==> src/rtl/bluetooth_cmd_serializer.sv <==
// ---------------------------------------------------------------------------
// bluetooth_cmd_serializer
//
// Builds a complete Bluetooth AT command and streams it one byte at a time
// over a valid/ready byte interface into the UART transmitter. A command is
// a fixed ASCII prefix, an optional variable-length payload (TX command
// only) and an optional CR/LF terminator.
//
// Ports:
//   clk            - system clock, rising edge
//   reset          - synchronous, active-high reset
//   start          - request to send a command (sampled only in IDLE)
//   command_select - 1 = TX-with-payload, 2 = RX poll, 3 = ping
//   payload_data   - payload bytes, byte 0 in bits [7:0], sent first
//   payload_len    - number of payload bytes to send (command 1 only)
//   tx_byte        - byte currently offered to the UART
//   tx_valid       - tx_byte is valid
//   tx_ready       - UART accepts tx_byte this cycle
//   busy           - command in progress, start is ignored
//   done           - one-cycle pulse after the last byte is accepted
//   error          - one-cycle pulse when an illegal command is rejected
// ---------------------------------------------------------------------------
module bluetooth_cmd_serializer #(
   parameter int PAYLOAD_BYTES = 16,
   parameter int LEN_W         = 8,
   parameter bit APPEND_CRLF   = 1'b1
) (
   input  logic                       clk,
   input  logic                       reset,
   input  logic                       start,
   input  logic [3:0]                 command_select,
   input  logic [8*PAYLOAD_BYTES-1:0] payload_data,
   input  logic [LEN_W-1:0]           payload_len,
   output logic [7:0]                 tx_byte,
   output logic                       tx_valid,
   input  logic                       tx_ready,
   output logic                       busy,
   output logic                       done,
   output logic                       error
);

   // Longest possible command: 13 prefix bytes, full payload, CR/LF.
   localparam int MAX_BYTES = 13 + PAYLOAD_BYTES + 2;
   localparam int CNT_W     = $clog2(MAX_BYTES + 1);
   localparam logic [LEN_W-1:0] MAX_LEN = LEN_W'(PAYLOAD_BYTES);

   typedef enum logic [2:0] {
      S_IDLE,
      S_PREFIX,
      S_PAYLOAD,
      S_TERM,
      S_DONE
   } state_t;

   state_t                     state;
   state_t                     state_next;
   logic [3:0]                 cmd_q;
   logic [8*PAYLOAD_BYTES-1:0] payload_q;
   logic [CNT_W-1:0]           len_q;
   logic [CNT_W-1:0]           idx;
   logic                       error_q;
   logic                       fire;
   logic                       cmd_legal;
   logic                       accept;
   logic [LEN_W-1:0]           len_clamped;
   int                         pos;
   int                         prefix_last_pos;
   logic [7:0]                 prefix_byte;
   logic [7:0]                 payload_byte;

   assign fire        = tx_valid & tx_ready;
   assign cmd_legal   = (command_select == 4'd1) || (command_select == 4'd2) ||
                        (command_select == 4'd3);
   assign accept      = (state == S_IDLE) && start && cmd_legal;
   assign len_clamped = (payload_len > MAX_LEN) ? MAX_LEN : payload_len;
   assign pos         = int'(idx);

   assign tx_valid = (state == S_PREFIX) || (state == S_PAYLOAD) || (state == S_TERM);
   assign busy     = (state != S_IDLE);
   assign done     = (state == S_DONE);
   assign error    = error_q;

   // State register, command capture and the per-state byte counter.
   // The counter restarts at zero on every state change so each phase
   // indexes its own bytes from 0.
   always_ff @(posedge clk) begin
      if (reset) begin
         state     <= S_IDLE;
         cmd_q     <= '0;
         payload_q <= '0;
         len_q     <= '0;
         idx       <= '0;
         error_q   <= 1'b0;
      end else begin
         state   <= state_next;
         error_q <= (state == S_IDLE) && start && !cmd_legal;
         if (accept) begin
            cmd_q     <= command_select;
            payload_q <= payload_data;
            len_q     <= CNT_W'(len_clamped);
         end
         if (state_next != state) begin
            idx <= '0;
         end else if (fire) begin
            idx <= idx + 1'b1;
         end
      end
   end

   // Index of the final prefix byte for the captured command.
   always_comb begin
      prefix_last_pos = 1;
      case (cmd_q)
         4'd1:    prefix_last_pos = 12;
         4'd2:    prefix_last_pos = 11;
         default: prefix_last_pos = 1;
      endcase
   end

   // Next-state logic. A phase ends only when its last byte is transferred.
   always_comb begin
      state_next = state;
      case (state)
         S_IDLE: begin
            if (accept) begin
               state_next = S_PREFIX;
            end
         end
         S_PREFIX: begin
            if (fire && (pos == prefix_last_pos)) begin
               if ((cmd_q == 4'd1) && (len_q != '0)) begin
                  state_next = S_PAYLOAD;
               end else if (APPEND_CRLF) begin
                  state_next = S_TERM;
               end else begin
                  state_next = S_DONE;
               end
            end
         end
         S_PAYLOAD: begin
            if (fire && (pos == int'(len_q) - 1)) begin
               state_next = APPEND_CRLF ? S_TERM : S_DONE;
            end
         end
         S_TERM: begin
            if (fire && (pos == 1)) begin
               state_next = S_DONE;
            end
         end
         S_DONE: begin
            state_next = S_IDLE;
         end
         default: begin
            state_next = S_IDLE;
         end
      endcase
   end

   // Prefix ROM. All three commands share "AT+BLEUART..." up to index 9,
   // so the ping command ("AT") is simply the first two entries.
   always_comb begin
      prefix_byte = 8'h00;
      case (pos)
         0:  prefix_byte = "A";
         1:  prefix_byte = "T";
         2:  prefix_byte = "+";
         3:  prefix_byte = "B";
         4:  prefix_byte = "L";
         5:  prefix_byte = "E";
         6:  prefix_byte = "U";
         7:  prefix_byte = "A";
         8:  prefix_byte = "R";
         9:  prefix_byte = "T";
         10: prefix_byte = (cmd_q == 4'd1) ? "T" : "R";
         11: prefix_byte = "X";
         12: prefix_byte = "=";
         default: prefix_byte = 8'h00;
      endcase
   end

   // Select the captured payload byte addressed by the counter.
   always_comb begin
      payload_byte = 8'h00;
      for (int i = 0; i < PAYLOAD_BYTES; i++) begin
         if (pos == i) begin
            payload_byte = payload_q[i*8 +: 8];
         end
      end
   end

   // Output byte mux; zero whenever nothing is offered.
   always_comb begin
      tx_byte = 8'h00;
      case (state)
         S_PREFIX:  tx_byte = prefix_byte;
         S_PAYLOAD: tx_byte = payload_byte;
         S_TERM:    tx_byte = (pos == 0) ? 8'h0D : 8'h0A;
         default:   tx_byte = 8'h00;
      endcase
   end

endmodule

==> config.mk <==
export PLATFORM = sky130hd
export DESIGN_NAME = bluetooth_cmd_serializer
export DESIGN_NICKNAME = d
export VERILOG_FILES = /design/src/rtl/bluetooth_cmd_serializer.sv
export SDC_FILE = /design/constraint.sdc
export NUM_CORES = 1
export LEC_CHECK = 0
export CORE_MARGIN = 2
export CORE_UTILIZATION = 38
export DETAILED_ROUTE_END_ITERATION = 8
export HOLD_SLACK_MARGIN = 0.08
export PLACE_DENSITY = 0.73
export SYNTH_ARGS = -nofsm -noshare
export SYNTH_HDL_FRONTEND = slang
export SYNTH_SLANG_ARGS = --single-unit
export TNS_END_PERCENT = 50
==> constraint.sdc <==
create_clock -name clk -period 4.08 [get_ports clk]
set_clock_uncertainty 0.05 [all_clocks]
set_input_delay 1.02 -clock clk [delete_from_list [all_inputs] [get_ports clk]]
set_output_delay 1.02 -clock clk [all_outputs]
set_load 0.01 [all_outputs]
## Word level (Yosys, flattened, before mapping)

Index checks and enable logic that the tools add are counted.
Widths: inputs -> output; s select.

- Register bits: 146
- Bits in latches: 0
- Input port bits: 144
- Memory bits (read-only): 0
- Memories kept: 0
- Word-level logic and storage cells: 97
- Output and inout port bits: 12
- RAM bits: 0

- Reductions and logical operators: 20
- Bitwise logic cells: 1
- $mul: 0
- Equal/unequal tests: 39
- Divide/modulo/power cells: 0
- $add $sub $neg: 2
- Multiplexer cells: 28
- Shift-type cells: 0
- Order comparisons: 1

Operators by type and width:

| cell | count |
|---|---|
| $mux 8 | 16 |
| $pmux 7 s11 | 1 |
| $logic_not 32->1 | 2 |
| $eq 5x4->1 const B | 9 |
| $eq 5x5->1 const B | 8 |
| $eq 6x32->1 | 1 |
| $eq 5x3->1 const B | 6 |
| $pmux 8 s3 | 1 |
| $mux 3 | 6 |
| $eq 5x2->1 const B | 3 |
| $eq 4x2->1 const B | 3 |
| $pmux 3 s4 | 1 |
| $eq 4x1->1 const B | 2 |
| $gt 8x5->1 const B | 1 |
| $pmux 4 s2 | 1 |
| $logic_and 1x1->1 | 7 |
| $eq 3x2->1 const B | 2 |
| $eq 6x6->1 | 1 |
| $reduce_or 2->1 | 3 |
| $sub 5x1->6 const B | 1 |
| $add 5x1->5 const B | 1 |
| $eq 5x1->1 const B | 1 |
| $mux 5 | 1 |
| $reduce_bool 5->1 | 1 |
| 9 further kinds | 12 |

## Logic depth before layout (Yosys ltp)

Gate-level depths: netlist (run 1).

- Depth after elaboration: 18
- Mapped depth: 11

## Worst setup path after synthesis (run 1)

OpenSTA, ideal clock, no wires.

- Path kind: flip-flop to output port
- Start point: reg idx[0]
- End point: out tx_byte[7]
- Setup slack: 0.406 ns
- Cell stages (with the launch flop): 12
- Arrival time: 2.604 ns
- Cell sequence: dfxtp_1 ha_1 buf_2 buf_2 clkbuf_1 and3_1 ha_1 clkbuf_1 o311ai_1 nor4_1 o31ai_1 nand2_1

- Cells in the longest elaborated chain, start to end: 18
- Elaborated cells on any way between the ends: 33
- Those cells by class: eq/ne: 15; mux: 17; reduce/logical: 1

Ends and longest elaborated chain:

| what | RTL line | text |
|---|---|---|
| from (decl) | 60 | `logic [CNT_W-1:0] idx;` |
| from (signal assigned) | 105 | `idx <= idx + 1'b1;` |
| $logic_not 32->1 | 185 | `if (pos == i) begin` |
| $mux 8 (15 in a row) | 185 |  |
| $mux 8 (*) | 185 |  |
| $pmux 8 s3 (*) | 194 | `case (state)` |
| to (decl) | 34 | `output logic [7:0] tx_byte,` |

Every way passes the cells marked *; elsewhere a longest branch is shown, timed or not.

## Worst setup path in the final report (run 1)

- Start point: reg idx[1]
- End point: out tx_byte[2]

- Cells in the longest elaborated chain, start to end: 18
- Elaborated cells on any way between the ends: 50
- Those cells by class: eq/ne: 27; mux: 19; reduce/logical: 4

Ends and longest elaborated chain:

| what | RTL line |
|---|---|
| $logic_not 32->1 | 185, 197 |
| $mux 8 (16 in a row) | 185 |
| $pmux 8 s3 (*) | 194 |

Marked as above.

==> flow_metrics.py, run 1 <==
metrics = {
    "floorplan": {
        "fp-row-count": 51,
        "initial_core_util": 0.391,
        "io_pins": 156,
        "die_x_um": 146,
        "die_area_mm2": 0.0213,
        "die_h_um": 146,
        "coreArea_mm2": 0.0197,
    },
    "routing": {
        "dr.pass1.iters": 5,
        "wl_per_cell_um": 17.5,
        "vias": 7848,
        "drcViolationCount": 0,
        "drtIter0Drc": 712,
        "viasPerCell": 5.45,
        "drt-total-wl_um": 25200,
        "ant_nets": 0,
    },
    "placed_design": {
        "port-buffer-count": 155,
        "place_area_mm2": 0.00957,
        "dp_hpwl_um": 18700,
        "gp_congestion": 0.995,
        "placed_cells_incl_taps": 1409,
    },
    "final_layout": {
        "final_cells": 1441,
        "fill_cells": 1938,
        "fin_nets": 1315,
        "utilization": 0.527,
        "drive_above_1_share": 0.115,
        "area_growth_pct": 34.9,
        "postLayoutCellArea_mm2": 0.0104,
        "diodes": 0,
    },
    "logic_synthesis": {
        "syn_nets": 1177,
        "netlist_instances": 1026,
        "yosysMostFrequentCell": "nand2_1",
        "ys_seq_elements": 146,
        "synth_flop_cell": "dfxtp_1",
        "yosysTopAreaCellShare": 0.381,
        "ys_async_sr_fraction": 0,
        "seq_area_frac_synth": 0.381,
        "synth_area_leader_cell": "dfxtp_1",
        "synth-edff-count": 0,
        "synth_area_leaders": "dfxtp_1 (38%), nand2_1 (15%), a21oi_1 (11%)",
        "ys_top_cells_by_count": "nand2_1 (301), a21oi_1 (169), dfxtp_1 (146)",
        "postSynthAreaPerCell_um2": 7.48,
        "ys_warn_count": 0,
        "synth_cell_types": 80,
        "syn_area_mm2": 0.00767,
    },
    "worst_hold_path": {
        "min_to": "payload_q[70]$_SDFFE_PP0P_",
        "hold_class": "reg2reg",
        "min_path_cells": 2,
        "min-delay-start": "payload_q[70]$_SDFFE_PP0P_",
    },
    "global_routing": {
        "antenna_found_initial": 0,
        "grt_pass1_vias": 7496,
        "grt-ovfl-total": 0,
        "busiest_layer": "met2",
        "grt_use_met1": 0.301,
        "grtUsageMet3": 0.0441,
        "grt_pass1_wl_um": 39100,
        "track_usage": 0.229,
        "gr-usage-met2": 0.382,
        "grt_max_degree": 91,
    },
    "critical_path": {
        "end_kind": "output pin",
        "crit_buf_inv": 4,
        "r2r_cells": 7,
        "r2r-start": "state[1]$_SDFF_PP0_",
        "crit_chain": "inv_2 > ha_4 > buf_4 > or4b_1 > o211ai_2 > a41oi_4 > buf_4 > a221oi_2 > o41ai_2 > clkdlybuf4s15_1",
        "worstPathMaxFanout": 8,
        "crit_family": "compound AO/OA/AOI/OAI gates",
        "reg2reg_to": "len_q[3]$_SDFFE_PP0P_",
        "r2r_slack_ns": 1.55,
        "start_kind": "flip-flop",
        "crit_type": "reg2out",
        "cpPeakStageDelay_ns": 0.53,
        "crit_arrival_ns": 2.94,
        "crit_slowest_cell": "or4b_1",
        "critPathMostFrequentCell": "buf_4",
        "required_ns": 3.01,
    },
    "clocking": {
        "clkTransAtPathRegs_ns": 0.06,
        "htreeDepth": 4,
        "cts_buffers": 17,
        "cts_root_buffer": "clkbuf_16",
        "clkLatencyLatePin_ns": 0.43,
        "cts.sinks": 146,
        "cts.path.max_buffers": 2,
        "tritoncts": "built",
    },
    "power_and_ir_drop": {
        "p_per_area_mw_per_mm2": 337,
        "p_leak_nw": 3.67,
        "vdd_drop_max_mv": 0.265,
    },
    "sta": {
        "max_slew.worst_pin.slew_ns": 0.931,
        "relSlewSlack": 0.379,
        "whs_ns": 0.406,
        "fin_crit_ns": 4.01,
        "finalSetupViolations": 0,
        "fmax_ghz": 0.250,
        "hold_viol": 0,
        "maxSlewViolCount": 0,
        "timing.final.crit_share": 0.982,
    },
    "job": {
        "drv_cap": 0,
    },
    "outcome": {
        "outcome": "complete, no violations",
    },
}
-- layout make-up --
cell class,instances,area [um^2],area share
Tap cell,265,332,0.0320
Clock buffer,20,437,0.0422
Clock inverter,11,186,0.0180
Sequential cell,146,2930,0.283
Inverter,14,52.6,0.00507
Timing Repair Buffer,206,2000,0.193
Multi-Input combinational cell,779,4420,0.427
-- sequential cells by signal, indices dropped and copies added (netlist names) --
signal and flops:
error 1, idx 5, len_q 5, state 3, payload_q 128, cmd_q 4
-- how the worst max path moves through the flow --
stage / from / to / cells past startpoint / slack [ns]
final: idx[1]$_SDFFE_PP0P_ / tx_byte[2] / 10 / 0.07
after global routing: idx[1]$_SDFFE_PP0P_ / tx_byte[2] / 10 / -0.005
after CTS: idx[1]$_SDFFE_PP0P_ / tx_byte[6] / 9 / -0.15
after detailed placement: idx[0]$_SDFFE_PP0P_ / tx_byte[4] / 10 / 0.08
after global placement: idx[0]$_SDFFE_PP0P_ / tx_byte[4] / 10 / 0.12
after floorplan: idx[0]$_SDFFE_PP0P_ / tx_byte[7] / 11 / 0.41
-- kinds of logic after synthesis --
family	synth area share
AND/OR/NAND/NOR	0.286
buffers and inverters	0.0639
XOR/XNOR	0.00913
flip-flops	0.381
adder cells (fa/ha/maj)	0.0114
AO/OA/AOI/OAI	0.247
multiplexers	0.00147
-- cell usage in the layout (no fill, tap or decap), drive strengths merged, types with 16 or more instances in the layout --
cell / synthesis / routed
o21ai: 37 / 37
clkdlybuf4s50: 0 / 146
clkbuf: 39 / 20
nor2b: 19 / 19
dfxtp: 146 / 146
nand2: 301 / 301
buf: 48 / 52
nor3: 16 / 16
nor2: 23 / 23
a21oi: 169 / 169
-- metrics by stage --
step / TNS (ns) / power (mW) / setup slack, ns
5_1_grt: -0.00490 / 3.61 / -0.00490
3_3_place_gp: 0 / 1.84 / 0.123
4_1_cts: -0.409 / 3.51 / -0.152
6_report: 0 / 3.49 / 0.0747
2_1_floorplan: 0 / 1.65 / 0.406
3_5_place_dp: 0 / 1.84 / 0.0830
-- layer usage --
layer | routed length, um | share of wire | up-vias
li1 | - | - | 3860
met1 | 11200 | 0.45 | 3667
met2 | 12000 | 0.48 | 282
met3 | 1450 | 0.058 | 39
met4 | 485 | 0.019 | 0
met5 | 0 | 0 | -
-- what timing repair did --
action | 4_1_cts | 5_1_grt
hold buffers | 0 | 0
endpoints found under the setup margin | 8 | 7
pin swaps | 4 | 4
setup buffers | 0 | 1
resized for setup | 20 | 24
-- where the power goes --
group,total [mW],internal (mW),switching [mW]
clock network,1.67,1.08,0.595
logic,0.326,0.185,0.141
registers,1.49,1.46,0.0304
total,3.49,2.73,0.766
-- worst min-delay path: cells and delay by family (launching register included) --
family	cells	cell delay (ns)
and+or+nand+nor	1	0.05
DFF	1	0.31
AOI/OAI and AO/OA	1	0.05
(Power assumes the default switching activity.)
==> run 2, diff against run 1 <==
--- a/config.mk
+++ b/config.mk
@@ -8,7 +8,6 @@
 export CORE_MARGIN = 2
 export CORE_UTILIZATION = 38
 export DETAILED_ROUTE_END_ITERATION = 8
-export HOLD_SLACK_MARGIN = 0.08
 export PLACE_DENSITY = 0.73
 export SYNTH_ARGS = -nofsm -noshare
 export SYNTH_HDL_FRONTEND = slang
==> results of run 2 <==
Same layout as run 1: the final DEF is identical, and so are final timing and power.
